File: config.mk
export PLATFORM = sky130hd
export DESIGN_NAME = systolic_seq_ctrl
export DESIGN_NICKNAME = d
export VERILOG_FILES = /design/src/rtl/systolic_seq_ctrl.sv
export SDC_FILE = /design/constraint.sdc
export NUM_CORES = 1
export LEC_CHECK = 0
export BUFFER_PORTS_ARGS = -buffer_cell sky130_fd_sc_hd__buf_2
export CAP_MARGIN = 20
export CORE_MARGIN = 1.5
export CORE_UTILIZATION = 45
export DETAILED_ROUTE_END_ITERATION = 10
export GPL_TIMING_DRIVEN = 0
export PLACE_DENSITY = 0.78
export SETUP_SLACK_MARGIN = 0.05
export SLEW_MARGIN = 15
export SYNTH_ARGS = -nofsm -noshare
export SYNTH_HDL_FRONTEND = slang
export SYNTH_SLANG_ARGS = --single-unit
File: constraint.sdc
create_clock -name clk -period 4 [get_ports clk]
set_clock_uncertainty 0.15 [all_clocks]
set_input_delay 1 -clock clk [delete_from_list [all_inputs] [get_ports clk]]
set_output_delay 1 -clock clk [all_outputs]
set_load 0.01 [all_outputs]
File: src/rtl/systolic_seq_ctrl.sv
// -----------------------------------------------------------------------------
// systolic_seq_ctrl
//
// Sequencer for an N x N output-stationary systolic array. One accepted
// start/k_len command clears the array, streams K operand pairs into the array
// edge with a 2-cycle-per-lane skew, keeps the array enabled until the last
// partial product has reached every c_out, then freezes the array and flags
// the results as valid.
//
// Ports
//   clk, rst          clock; asynchronous active-high reset
//   start, k_len      job request (taken only when not busy) and reduction length
//   abort             synchronous cancel of a job in CLEAR or RUN
//   busy              high in CLEAR and RUN
//   done              one-cycle pulse on entry to HOLD
//   results_valid     array c_out values are final and frozen
//   array_clr         one-cycle clear pulse for every pe
//   array_en          enable for every pe
//   a_rd_en/addr      per-row A buffer read port (lane i at [i*AW +: AW])
//   a_rd_data         A buffer read data, 1-cycle latency
//   a_feed            zero-masked A operand into column 0 of each row
//   b_rd_en/addr      per-column B buffer read port
//   b_rd_data         B buffer read data, 1-cycle latency
//   b_feed            zero-masked B operand into row 0 of each column
// -----------------------------------------------------------------------------
module systolic_seq_ctrl #(
  parameter int N      = 2,
  parameter int DATA_W = 8,
  parameter int K_MAX  = 16,
  parameter int AW     = $clog2(K_MAX)
) (
  input  logic                clk,
  input  logic                rst,
  input  logic                start,
  input  logic [AW:0]         k_len,
  input  logic                abort,
  output logic                busy,
  output logic                done,
  output logic                results_valid,
  output logic                array_clr,
  output logic                array_en,
  output logic [N-1:0]        a_rd_en,
  output logic [N*AW-1:0]     a_rd_addr,
  input  logic [N*DATA_W-1:0] a_rd_data,
  output logic [N*DATA_W-1:0] a_feed,
  output logic [N-1:0]        b_rd_en,
  output logic [N*AW-1:0]     b_rd_addr,
  input  logic [N*DATA_W-1:0] b_rd_data,
  output logic [N*DATA_W-1:0] b_feed
);

  localparam int KW = AW + 1;
  localparam int CW = $clog2(K_MAX + 4 * N + 1);
  // One spare bit so lane offsets can be compared without wrapping.
  localparam int LW = CW + 1;

  localparam logic [KW-1:0] K_MAX_V = KW'(K_MAX);
  // Last RUN cycle is t = K + 4N - 1.
  localparam logic [CW-1:0] T_OFS   = CW'(4 * N - 1);

  typedef enum logic [1:0] {
    S_IDLE  = 2'd0,
    S_CLEAR = 2'd1,
    S_RUN   = 2'd2,
    S_HOLD  = 2'd3
  } state_t;

  state_t            state_q, state_d;
  logic [KW-1:0]     k_q, k_d;
  logic [CW-1:0]     t_q, t_d;
  logic              busy_q, busy_d;
  logic              done_q, done_d;
  logic              rv_q, rv_d;
  logic              clr_q, clr_d;
  logic              en_q, en_d;
  logic [N-1:0]      rd_en_q, rd_en_d;
  logic [N*AW-1:0]   rd_addr_q, rd_addr_d;
  logic [N-1:0]      mask_q, mask_d;
  logic [LW-1:0]     lane_off;

  // Next-state and next-output logic. Every output is decoded from the next
  // state so it is available straight from a flop in the cycle it applies to.
  always_comb begin
    // NOTE: every signal written here gets a default first so no path leaves
    // it unassigned, which would otherwise infer a latch.
    state_d   = state_q;
    k_d       = k_q;
    t_d       = t_q;
    done_d    = 1'b0;
    rv_d      = rv_q;
    rd_en_d   = '0;
    rd_addr_d = '0;
    lane_off  = '0;

    unique case (state_q)
      S_IDLE, S_HOLD: begin
        if (start) begin
          state_d = S_CLEAR;
          k_d     = (k_len > K_MAX_V) ? K_MAX_V : k_len;
          rv_d    = 1'b0;
        end
      end
      S_CLEAR: begin
        if (abort) begin
          state_d = S_IDLE;
          rv_d    = 1'b0;
        end else if (k_q == '0) begin
          // Nothing to reduce: the cleared array already holds the answer.
          state_d = S_HOLD;
          done_d  = 1'b1;
          rv_d    = 1'b1;
        end else begin
          state_d = S_RUN;
          t_d     = '0;
        end
      end
      S_RUN: begin
        if (abort) begin
          state_d = S_IDLE;
          rv_d    = 1'b0;
        end else if (t_q == CW'(k_q) + T_OFS) begin
          state_d = S_HOLD;
          done_d  = 1'b1;
          rv_d    = 1'b1;
        end else begin
          t_d = t_q + CW'(1);
        end
      end
      default: state_d = S_IDLE;
    endcase

    clr_d  = (state_d == S_CLEAR);
    en_d   = (state_d == S_RUN);
    busy_d = clr_d | en_d;

    // Lane i starts 2i cycles late to match the 2-cycle hop of each pe, and
    // reads K consecutive entries starting at address 0.
    if (state_d == S_RUN) begin
      for (int i = 0; i < N; i++) begin
        lane_off = LW'(t_d) - LW'(2 * i);
        if ((LW'(t_d) >= LW'(2 * i)) && (lane_off < LW'(k_q))) begin
          rd_en_d[i]              = 1'b1;
          rd_addr_d[i*AW +: AW]   = lane_off[AW-1:0];
        end
      end
    end

    // The mask tracks the read enable one cycle later, aligned with the
    // returning read data; an abort drops it together with everything else.
    mask_d = (state_d == S_IDLE) ? '0 : rd_en_q;
  end

  always_ff @(posedge clk or posedge rst) begin
    if (rst) begin
      state_q   <= S_IDLE;
      k_q       <= '0;
      t_q       <= '0;
      busy_q    <= 1'b0;
      done_q    <= 1'b0;
      rv_q      <= 1'b0;
      clr_q     <= 1'b0;
      en_q      <= 1'b0;
      rd_en_q   <= '0;
      rd_addr_q <= '0;
      mask_q    <= '0;
    end else begin
      // NOTE: non-blocking assignments so every flop samples the values of
      // the ending cycle, independent of statement order.
      state_q   <= state_d;
      k_q       <= k_d;
      t_q       <= t_d;
      busy_q    <= busy_d;
      done_q    <= done_d;
      rv_q      <= rv_d;
      clr_q     <= clr_d;
      en_q      <= en_d;
      rd_en_q   <= rd_en_d;
      rd_addr_q <= rd_addr_d;
      mask_q    <= mask_d;
    end
  end

  // Outside the read window the lanes carry zeros, which add nothing to any
  // accumulator, so the array can stay enabled across the whole RUN window.
  always_comb begin
    a_feed = '0;
    b_feed = '0;
    for (int i = 0; i < N; i++) begin
      a_feed[i*DATA_W +: DATA_W] = a_rd_data[i*DATA_W +: DATA_W] & {DATA_W{mask_q[i]}};
      b_feed[i*DATA_W +: DATA_W] = b_rd_data[i*DATA_W +: DATA_W] & {DATA_W{mask_q[i]}};
    end
  end

  // A and B lanes share one schedule.
  assign busy          = busy_q;
  assign done          = done_q;
  assign results_valid = rv_q;
  assign array_clr     = clr_q;
  assign array_en      = en_q;
  assign a_rd_en       = rd_en_q;
  assign b_rd_en       = rd_en_q;
  assign a_rd_addr     = rd_addr_q;
  assign b_rd_addr     = rd_addr_q;

endmodule

---- After elaboration in Yosys (flattened, before gate mapping) ----
Cells that the tools add are included.
word-level totals
  word-level logic and storage cells ...... 69
  flip-flop bits (word level) ............. 29
  output and inout port bits .............. 57
  bits of input ports ..................... 41
operators by class
  $add $sub $neg .......................... 3
  order comparisons ....................... 4
  multiplexer cells ....................... 30
  equal/unequal tests ..................... 9
  bitwise logic cells ..................... 5
  reduce and logical (&&, ||, !) cells .... 7
operators by type and width
  kind                 number
  $and 8x8->8          4
  $mux 5               5
  $mux 1               12
  $mux 2               6
  $pmux 5 s2           1
  $mux 4               2
  $mux 8               1
  $eq 2x2->1 const B   3
  $lt 6x5->1           1
  $ne 3x3->1 const B   2
  $pmux 2 s3           1
  $sub 5x2->6 const B  1
  $add 5x1->5 const B  1
  $add 5x3->5 const B  1
  $eq 5x5->1           1
  $ge 5x2->1 const B   1
  $gt 5x5->1 const B   1
  $logic_not 5->1      1
  $lt 5x5->1           1
  $eq 2x1->1 const B   2
  $logic_not 2->1      2
  $pmux 1 s3           1
  $reduce_and 3->1     1
  $ne 2x2->1 const B   1
  other kinds (5)      5

---- Logic depth before layout (Yosys ltp) ----
  word-level depth ........................ 10
  gate-level depth with buffers ........... 16
  depth with buffers taken out ............ 16

---- Worst setup path before layout ----
Ideal clock, no wire load.
  kind .................................... in2reg
  from .................................... input abort
  to ...................................... register rd_addr_q[4] (netlist: a_rd_addr[4])
  required time ........................... 3784 ps
  cell stages on the path ................. 12
  data arrival time ....................... 3267 ps
  setup time .............................. 66 ps
  path buffers ............................ 0
  setup slack ............................. 517 ps
  cells stage by stage .................... a211o_4 -> a21boi_2 -> a31oi_1 -> a211oi_2 -> inv_2 -> xnor2_1 -> ha_1 -> nand3_1 -> o22ai_1 -> a2111o_1 -> a31oi_2 -> and2_1
on the way
  cells in the longest elaborated chain, start to end .. 7
  elaborated cells on any way between the ends .. 13
  classes of those cells .................. add/sub: 1; order compare: 2; eq/ne: 1; mux: 8; reduce/logical: 1
RTL lines
  item                       line      RTL
  from (decl)                36        input logic abort,
  $mux 5 (on tied branches)  118, 104
  $pmux 5 s2 (*)             95        unique case (state_q)
  named net t_d[4]           70        logic [CW-1:0] t_q, t_d;
  $sub 5x2->6                140       lane_off = LW'(t_d) - LW'(2 * i);
  $lt 6x5->1                 141       if ((LW'(t_d) >= LW'(2 * i)) && (lane_off < LW'(k_q))) begin
  $logic_and 1x1->1 (*)      141
  $mux 4 (*)                 141
  $mux 8 (*)                 138       if (state_d == S_RUN) begin
  named net rd_addr_d[4]     77        logic [N*AW-1:0] rd_addr_q, rd_addr_d;
  to (signal assigned)       178       rd_addr_q <= rd_addr_d;
  to (decl)                  77
Mark *: on every way through the listed nets, which the timed path passes. The rest lies on a longest branch.
A chain may end at the register's enable or synchronous reset.

---- Worst setup path after layout ----
  from .................................... register k_q[0]
  to ...................................... register rd_addr_q[4] (netlist: a_rd_addr[4])
on the way
  cells in the longest elaborated chain, start to end .. 10
  elaborated cells on any way between the ends .. 20
  classes of those cells .................. add/sub: 2; order compare: 2; eq/ne: 2; mux: 12; reduce/logical: 2
RTL lines
  item                    line  RTL
  from (decl)             69    logic [KW-1:0] k_q, k_d;
  from (signal assigned)  170   k_q <= k_d;
  $add 5x3->5             121   end else if (t_q == CW'(k_q) + T_OFS) begin
  $eq 5x5->1              121
  $mux 5                  121
  $mux 5                  118   if (abort) begin
  $pmux 5 s2 (*)          95
  named net t_d[4]        70
  $sub 5x2->6             140
  $lt 6x5->1              141
  $logic_and 1x1->1 (*)   141
  $mux 4 (*)              141
  $mux 8 (*)              138
  named net rd_addr_d[4]  77
Marks and branches as above.

==> reports/qor.csv <==
metric,value,unit
post-layout util,63.2,%
status,"complete, no violations",
worst-margin pin slew,474,ps
initial antenna violation count,0,
fmax,268,MHz
Avg Inst Size Synth,9.14,um2
RR Startpoint,k_q[0],
Max clock buf depth,2,
Crit path buffers/inverters,2,
register area share after synthesis,35.8,%
r2r setup slk,270,ps
Slowest Stage Delay on Critical Path,460,ps
GPL Wtd Cong,0.896,
area of the multi-input gates,0.00117,mm2
post-route ant nets,0,
1st-iter DRT viols,48,
post-synth net total,278,
total CTS buffers,5,
total number of H-tree levels,2,
Final Max Slew Viols,0,
RR Endpoint,a_rd_addr[4],
slew margin rel.,68.2,%
crit path to,a_rd_addr[4],
Post-synth EDFFs,0,
total grt overflow,0,
most frequent cells in the layout,"buf_2, and2_1, dfrtp_1, inv_1, buf_4",
"most common cell after layout, fill and taps aside",buf_2,
Mapped Area,0.00203,mm2
Final Hold Viols,0,
first-pass GRT wire length,8.02,mm
Post-Route WL,4.82,mm
# port buffers,97,
Final HPWL DP,3.87,mm
Synthesis Warnings,0,
clk slew on worst S/H paths,60,ps
"CP delay by family, top",compound AO/OA/AOI/OAI gates,
I/O Pins,98,
cell mode on critical path,ha_1,
prevailing post-synth register cell,dfrtp_1,
Tcrit/Tclk final,93.1,%
kind of critical path,flop to flop,
share of layout cells above drive strength 1,41.6,%
Synth Register Bits,29,
later-pin clock latency in the skew report,280,ps
post-layout min period,3730,ps
unrepaired setup endpoints after global routing,false,
# nets final,387,
Slowest cell on crit path,a2111o_1,
DR DRC count,0,
routed len/inst,12.6,um
worst-path cell chain,"inv_1, ha_1, nand3b_1, o21ai_0, a211o_4, a21boi_4, a31oi_1, a211oi_2, inv_2, xnor2_1, ha_1, nand3_1, nor2_1, a2111o_1, a31oi_2, and2_1",
Die Span Y,70.2,um
filler cell count,397,
Worst EP arrival,3790,ps
path depth of the worst reg2reg path,16,
crit end category,flop,
worst vdd ir,0.260,mV
Hold Buf Count CTS,0,
CP startpoint kind,flop,
Antenna diodes,0,
synth-to-layout area growth,35.5,%
Hold WC Path Type,flop to flop,
design area,0.00275,mm2
CP max FO,6,
Core Rows,24,
Vias,1915,
count of final setup violators,0,
root buffer cell,clkbuf_8,
largest net degree at the start of global routing,30,
Fin Setup TNS,0,ps
Gate Count Post-Synth,222,
overall routing resource usage,20.5,%
Initial Util,46.6,%
Leak Pwr,1.52,nW
core area,0.00435,mm2
chip width,70.2,um
Pre-antenna DRT Iters,4,
Via density,4.99,
asr flop ratio synth,100,%
Netlist cell types,45,
Die Area,0.00492,mm2
CTS tree,done,
total area of sequential cells,727,um2
Post-DP Area,0.00258,mm2
number of global-route vias before repair,1837,
power density cells,496,mW/mm2
TritonCTS Sinks,29,
CP Launch Point,k_q[0],
worst endpoint required time,4070,ps
Max Cap Viol,0,
Critical Path Stages,16,
[flip-flops by register name (all words and copies together), names as in the netlist]
| register | cells |
|---|---|
| a_rd_addr | 8 |
| a_rd_en | 2 |
| array_clr | 1 |
| array_en | 1 |
| busy | 1 |
| done | 1 |
| k_q | 5 |
| mask_q | 2 |
| results_valid | 1 |
| state_q | 2 |
| t_q | 5 |
[timing repair]
action / in CTS / in global routing
endpoints found under the setup margin: 1 / 5
gates resized for setup: 1 / 4
setup buffers: 0 / 4
pin swaps: 1 / 3
[cell families (layout without fill, tap and decap cells)]
logic type | count (synthesis) | count (layout) | synth area share, %
XOR/XNOR | 10 | 10 | 4.32
buffers and inverters | 33 | 143 | 8.32
AO/OA/AOI/OAI | 40 | 40 | 14.9
multiplexers | 2 | 2 | 1.05
AND/OR/NAND/NOR | 93 | 93 | 26.4
adder cells (fa/ha/maj) | 15 | 15 | 9.25
flip-flops | 29 | 29 | 35.8
[synth_stat cells (all sizes together), types with 2 or more instances]
master	number	share of area, %
a21boi	2	1.1
a21oi	9	2.4
a31oi	3	1.2
and2	35	11
buf	12	4.4
clkbuf	2	0.37
dfrtp	29	36
ha	15	9.2
inv	19	3.5
nand2	14	2.6
nand2b	7	2.2
nand3	5	1.2
nand3b	3	1.1
nor2	11	2.2
nor2b	9	2.8
nor3	4	1.2
o211ai	2	0.99
o21ai	12	3.0
o22ai	2	0.62
xnor2	7	3.0
xor2	3	1.3
[power breakdown]
part	internal [mW]	total [mW]	switching, mW
combinational	0.309	0.712	0.404
sequential	0.364	0.428	0.0641
clock	0.123	0.224	0.100
total	0.795	1.36	0.568
[worst min-delay path by stage]
stage                     end  slack, ps  depth (start not counted)       start
floorplan              k_q[1]        320                          2      k_q[1]
global placement    mask_q[0]        360                          1  a_rd_en[0]
detailed placement  mask_q[0]        360                          1  a_rd_en[0]
CTS                 mask_q[0]        380                          1  a_rd_en[0]
global route           k_q[1]        410                          2      k_q[1]
finish              mask_q[0]        370                          1  a_rd_en[0]
[layout make-up]
type                    instances  area share, %
plain buffers                  14           3.55
clock buffers                   8           2.91
inverters                      19           2.59
multi-input cells             160           42.4
flip-flops and latches         29           26.4
well taps                      52           2.37
repair buffers                102           19.7
[per-stage QoR]
stage / hold slack [ps] / instances / total power, mW / worst slack [ps]
after floorplan: 322 / 222 / 0.918 / 517
final: 365 / 384 / 1.36 / 274
after global routing: 409 / 384 / 1.49 / 21.4
after global placement: 357 / 371 / 1.09 / 99.9
after detailed placement: 363 / 371 / 1.12 / -10.7
after CTS: 376 / 379 / 1.35 / 83.1
[metal layers]
metal | vias up | global-route usage [%] | part of all wire (%)
met5 | - | 0 | 0
met4 | 0 | 3.85 | 0.66
met3 | 2 | 5.48 | 6.6
met2 | 68 | 41.0 | 55
met1 | 891 | 21.2 | 38
li1 | 954 | - | -
Power figures use the tool's default switching activity.
